`config.mk`:
```
export PLATFORM = sky130hd
export DESIGN_NAME = spi_master_tx
export DESIGN_NICKNAME = d
export VERILOG_FILES = /design/src/rtl/spi_master_tx.sv
export SDC_FILE = /design/constraint.sdc
export NUM_CORES = 1
export LEC_CHECK = 0
export ABC_AREA = 1
export CAP_MARGIN = 20
export CORE_MARGIN = 4
export CORE_UTILIZATION = 45
export DETAILED_ROUTE_END_ITERATION = 16
export PLACE_DENSITY = 0.65
export SYNTH_ARGS = -nofsm -noshare
export SYNTH_HDL_FRONTEND = slang
export SYNTH_SLANG_ARGS = --single-unit
```
`constraint.sdc`:
```
create_clock -name clk_100 -period 2.8 [get_ports clk_100]
set_input_delay 0.28 -clock clk_100 [delete_from_list [all_inputs] [get_ports clk_100]]
set_output_delay 0.28 -clock clk_100 [all_outputs]
set_load 0.05 [all_outputs]
```
`src/rtl/spi_master_tx.sv`:
```
// SPI mode-0 master: transmits one DATA_W-bit word MSB first while
// capturing miso, framing it with a lead and trail half-period on cs_n.
module spi_master_tx #(
    parameter int CLK_DIV = 4,
    parameter int DATA_W  = 8
) (
    input  logic              clk_100,
    input  logic              a_rst,
    input  logic              s_rst,
    input  logic              start_send,
    input  logic [DATA_W-1:0] tx_data,
    input  logic              miso,
    output logic              sclk,
    output logic              mosi,
    output logic              cs_n,
    output logic              busy,
    output logic              done,
    output logic [DATA_W-1:0] rx_data
);

    localparam int BW = $clog2(DATA_W);
    localparam logic [7:0]    DIV_LAST = 8'(CLK_DIV - 1);
    localparam logic [BW-1:0] BIT_LAST = BW'(DATA_W - 1);

    typedef enum logic [1:0] {IDLE, LEAD, SHIFT, TRAIL} state_e;

    state_e            state_q, state_d;
    logic [7:0]        div_q, div_d;
    logic [BW-1:0]     bit_q, bit_d;
    logic              sclk_q, sclk_d;
    logic              mosi_q, mosi_d;
    logic              cs_q, cs_d;
    logic              busy_q, busy_d;
    logic              done_q, done_d;
    logic [DATA_W-2:0] tx_q, tx_d;
    logic [DATA_W-1:0] rx_q, rx_d;
    logic [DATA_W-1:0] rxo_q, rxo_d;
    logic              tick;

    assign tick = (div_q == DIV_LAST);

    always_ff @(posedge clk_100 or posedge a_rst) begin
        if (a_rst) begin
            state_q <= IDLE;
            div_q   <= '0;
            bit_q   <= '0;
            sclk_q  <= 1'b0;
            mosi_q  <= 1'b0;
            cs_q    <= 1'b1;
            busy_q  <= 1'b0;
            done_q  <= 1'b0;
            tx_q    <= '0;
            rx_q    <= '0;
            rxo_q   <= '0;
        end else begin
            state_q <= state_d;
            div_q   <= div_d;
            bit_q   <= bit_d;
            sclk_q  <= sclk_d;
            mosi_q  <= mosi_d;
            cs_q    <= cs_d;
            busy_q  <= busy_d;
            done_q  <= done_d;
            tx_q    <= tx_d;
            rx_q    <= rx_d;
            rxo_q   <= rxo_d;
        end
    end

    always_comb begin
        state_d = state_q;
        div_d   = div_q;
        bit_d   = bit_q;
        sclk_d  = sclk_q;
        mosi_d  = mosi_q;
        cs_d    = cs_q;
        done_d  = 1'b0;
        tx_d    = tx_q;
        rx_d    = rx_q;
        rxo_d   = rxo_q;
        unique case (state_q)
            IDLE: begin
                if (start_send) begin
                    tx_d    = tx_data[DATA_W-2:0];
                    mosi_d  = tx_data[DATA_W-1];
                    cs_d    = 1'b0;
                    div_d   = '0;
                    bit_d   = '0;
                    state_d = LEAD;
                end
            end
            LEAD: begin
                if (tick) begin
                    div_d   = '0;
                    sclk_d  = 1'b1;
                    rx_d    = {rx_q[DATA_W-2:0], miso};
                    state_d = SHIFT;
                end else begin
                    div_d = div_q + 8'd1;
                end
            end
            SHIFT: begin
                if (!tick) begin
                    div_d = div_q + 8'd1;
                end else if (sclk_q) begin
                    div_d  = '0;
                    sclk_d = 1'b0;
                    if (bit_q != BIT_LAST) begin
                        mosi_d = tx_q[DATA_W-2];
                        tx_d   = tx_q << 1;
                    end
                end else if (bit_q == BIT_LAST) begin
                    // one full low half-period after the last fall
                    div_d   = '0;
                    cs_d    = 1'b1;
                    state_d = TRAIL;
                end else begin
                    div_d  = '0;
                    sclk_d = 1'b1;
                    bit_d  = bit_q + BW'(1);
                    rx_d   = {rx_q[DATA_W-2:0], miso};
                end
            end
            TRAIL: begin
                if (tick) begin
                    div_d   = '0;
                    bit_d   = '0;
                    done_d  = 1'b1;
                    rxo_d   = rx_q;
                    state_d = IDLE;
                end else begin
                    div_d = div_q + 8'd1;
                end
            end
        endcase
        if (s_rst) begin
            state_d = IDLE;
            div_d   = '0;
            bit_d   = '0;
            sclk_d  = 1'b0;
            mosi_d  = 1'b0;
            cs_d    = 1'b1;
            done_d  = 1'b0;
            tx_d    = '0;
            rx_d    = '0;
            rxo_d   = '0;
        end
        busy_d = (state_d != IDLE);
    end

    assign sclk    = sclk_q;
    assign mosi    = mosi_q;
    assign cs_n    = cs_q;
    assign busy    = busy_q;
    assign done    = done_q;
    assign rx_data = rxo_q;

endmodule
```
==> metrics.log <==
[metrics] Routed WL per cell: 11.8 um
[metrics] # Post-CTS Setup Buffers: 0
[metrics] number of setup violations in the final report: 0
[metrics] number of DRC markers after the initial detailed-route iteration: 167
[metrics] via count: 1961
[metrics] max-slew violations: 0
[metrics] dominant combinational cell family by area after synthesis: simple AND/OR/NAND/NOR gates
[metrics] total of cells resized after clock tree synthesis: 0
[metrics] Worst Hold Class: input pin to async pin
[metrics] final-layout fill cell count: 465
[metrics] final layout net count: 351
[metrics] synthesized cell area: 2230 sq um
[metrics] portion of the clock cycle consumed by the worst path in the final layout: between 70 and 80%
[metrics] fraction of layout instances using a drive strength above 1: under 10%
[metrics] post-synthesis mux area share: 0%
[metrics] Die Height: just under 80 um
[metrics] core region area: about 4800 sq um
[metrics] global-route wire length before repair: 8400 um
[metrics] normalized max-slew margin: about two thirds
[metrics] Root Driver: sky130_fd_sc_hd__clkbuf_8
[metrics] kind of end point of the critical path: flip-flop
[metrics] synthesized area divided by synthesized cell count: 7.27 sq um
[metrics] via count of the first global-routing pass: 1861
[metrics] distinct cell type count of the synthesized netlist: 24
[metrics] worst hold-check slack: ~410 ps
[metrics] top achievable clock speed: 0.505 GHz
[metrics] critical path type: flip-flop to flip-flop
[metrics] yosys synthesis warning count: 0
[metrics] clock-pin slew on the worst setup and hold paths: 80 ps
[metrics] count of state elements after synthesis: just over 40
[metrics] clock tree buffer depth: 2
[metrics] arrival time worst endpoint: around 2200 ps
[metrics] CP max FO: 12
[metrics] worst-margin pin slew: 513 ps
[metrics] largest net degree at the start of global routing: 42
[metrics] overall overflow remaining after global route: 0
[metrics] depth of the worst register-to-register path: 8
[metrics] Remaining DRCs: 0
[metrics] overall routed net length: 4760 um
[metrics] Syn Inst Count: 307
[metrics] required time worst endpoint: about 3000 ps
[metrics] Worst-Skew Late Latency: 290 ps
[metrics] clock tree skew after final layout: 5.22 ps
[metrics] status: finished, final reports clean
[metrics] die span in x: 78.5 um
[metrics] total count of hold-check failures in the final report: 0
[metrics] HPWL Detailed: 3390 um
[metrics] # Max-Cap Violations: 0
[metrics] Post-Synth XOR/XNOR Area: 0.784%
[metrics] CTS H-tree lvls: 2
[metrics] power density normalized to cell area: 483 nW/um^2
[metrics] routability congestion estimate: a little over 0.9
[metrics] Synth Area in Simple Gates: 42.4%
[metrics] antenna diode count: 0
[metrics] compound-gate portion of the synthesized area: 2.30%
[metrics] initial antenna violation count: 0
[metrics] RSZ-0062 raised after global routing: no
[metrics] combined global-route utilization of all metal layers: 17.1%
[metrics] Via density: 4.87
[metrics] number of antenna-violating nets in the routed design: 0
[metrics] IO Count: 26
[metrics] total power after layout: 1290 uW
[metrics] Buffers on Ports: 25
[metrics] post-synthesis share of cell area spent on full adders, half adders and majority gates: 1.68%
[metrics] register area: 1030 sq um
[metrics] total nets after synthesis: 323
[metrics] worst setup margin: a little over 800 ps
[metrics] static leakage power: 0.00141 uW
[metrics] std cell rows: 25
[metrics] clock tree from TritonCTS: built
[metrics] die outline area: 6150 sq um
[metrics] worst slack after detailed placement: approximately 700 ps
[metrics] Setup TNS: 0 ps
[metrics] sequential cell area fraction in the yosys report: 46.0%
[metrics] category of the worst setup path launch point: flip-flop
[metrics] Synth-to-Final Area Change: 19.4%
[metrics] final worst path period need: 1980 ps
[metrics] initial standard-cell utilization of the core: 47.0%
[metrics] number of buffers created by CTS: 5
[metrics] # clock sinks: 41
[metrics] number of iterations in the first detailed-routing pass: 5
[metrics] footprint of the multi-input gates: 1050 sq um
[metrics] CTS hold repair buffers: 0
[metrics] maximum vdd ir drop: between 200 and 300 uV
==> state kept, by name (all words and copies together), names as in the netlist <==
signal / cells
done: 1
div_q: 8
busy: 1
state_q: 2
mosi: 1
rx_data: 8
bit_q: 3
rx_q: 8
cs_n: 1
sclk: 1
tx_q: 7
==> layout make-up <==
cell class / count / share of cell area (%)
Sequential cell: 41 / 38.5
Timing Repair Buffer: 28 / 10.2
Multi-Input combinational cell: 230 / 39.4
Tap cell: 67 / 3.14
Clock inverter: 2 / 1.41
Inverter: 29 / 4.17
Clock buffer: 6 / 3.10
==> routing by layer <==
layer,vias to the layer above,track usage (%),routed length [um]
met3,5,3.67,240
met1,880,25.4,2520
met5,-,0,0
met2,49,25.3,1950
li1,1027,-,-
met4,0,4.37,44
==> synth_stat cells <==
cell | n | area share [%]
sky130_fd_sc_hd__buf_2 | 4 | 0.90
sky130_fd_sc_hd__xor2_1 | 2 | 0.78
sky130_fd_sc_hd__nor2_1 | 31 | 5.2
sky130_fd_sc_hd__buf_4 | 3 | 1.0
sky130_fd_sc_hd__nand2_1 | 133 | 22
sky130_fd_sc_hd__nand2_2 | 4 | 1.1
sky130_fd_sc_hd__inv_1 | 25 | 4.2
sky130_fd_sc_hd__nand3_2 | 1 | 0.45
sky130_fd_sc_hd__dfrtp_1 | 40 | 45
sky130_fd_sc_hd__nand3_1 | 14 | 3.1
sky130_fd_sc_hd__dfstp_2 | 1 | 1.2
sky130_fd_sc_hd__o21ai_0 | 5 | 1.1
sky130_fd_sc_hd__nand3b_1 | 1 | 0.34
sky130_fd_sc_hd__o21ai_2 | 1 | 0.39
sky130_fd_sc_hd__o211ai_1 | 1 | 0.34
sky130_fd_sc_hd__nor2_4 | 4 | 2.0
sky130_fd_sc_hd__inv_4 | 1 | 0.28
sky130_fd_sc_hd__nand4_1 | 21 | 5.9
sky130_fd_sc_hd__ha_1 | 3 | 1.7
sky130_fd_sc_hd__inv_2 | 3 | 0.50
sky130_fd_sc_hd__nor3_1 | 2 | 0.45
sky130_fd_sc_hd__nor2_2 | 5 | 1.4
sky130_fd_sc_hd__a21oi_1 | 1 | 0.22
sky130_fd_sc_hd__o21ai_1 | 1 | 0.22
==> worst paths after layout <==
path	startpoint	to	slack [ps]
setup reg to reg	div_q[0]	busy	820
max in group asynchronous	a_rst	cs_n	2020
setup / recovery	div_q[0]	busy	820
hold / removal	a_rst	rx_data[4]	410
min in group clk_100	cs_n	cs_n	470
hold reg to reg	cs_n	cs_n	470
==> logic make-up after synthesis <==
logic type | count (synthesis)
compound gates | 9
buf+inv | 36
simple gates | 216
fa+ha+maj | 3
xor+xnor | 2
flops | 41
==> layout by cell type, fill, tap and decap left out, drive strengths merged <==
cell type      synthesis  final
nand2                137    137
dfrtp                 40     40
nor2                  40     40
inv                   29     29
clkdlybuf4s50          0     25
nand4                 21     21
nand3                 15     15
o21ai                  7      7
clkbuf                 0      6
ha                     3      3
buf                    7      3
nor3                   2      2
xor2                   2      2
o211ai                 1      1
a21oi                  1      1
nand3b                 1      1
clkinvlp               0      1
bufinv                 0      1
dfstp                  1      1
==> worst max-delay path, cell delays in order, from the launching register on <==
cell and delay, ps:
sky130_fd_sc_hd__dfrtp_1 420, sky130_fd_sc_hd__ha_1 310, sky130_fd_sc_hd__nand2_1 90, sky130_fd_sc_hd__nor2_1 100, sky130_fd_sc_hd__nand2_1 90, sky130_fd_sc_hd__nand2_1 320
sky130_fd_sc_hd__nand2_1 310, sky130_fd_sc_hd__nand2_1 170, sky130_fd_sc_hd__nand2_1 60
==> power by group <==
part | leakage (uW) | internal (uW) | switching [uW]
registers | 0.000554 | 616 | 17.6
logic | 0.000796 | 53.8 | 102
clock network | 0.0000574 | 290 | 210
total | 0.00141 | 959 | 329
==> metrics by stage <==
stage,area (sq um),instances,utilization [%]
2_1_floorplan,2230,307,-
3_3_place_gp,2550,395,53.6
3_5_place_dp,2550,395,53.6
4_1_cts,2670,403,56.1
5_1_grt,2670,403,56.1
6_report,2670,403,56.1
Power figures use the tool's default switching activity.
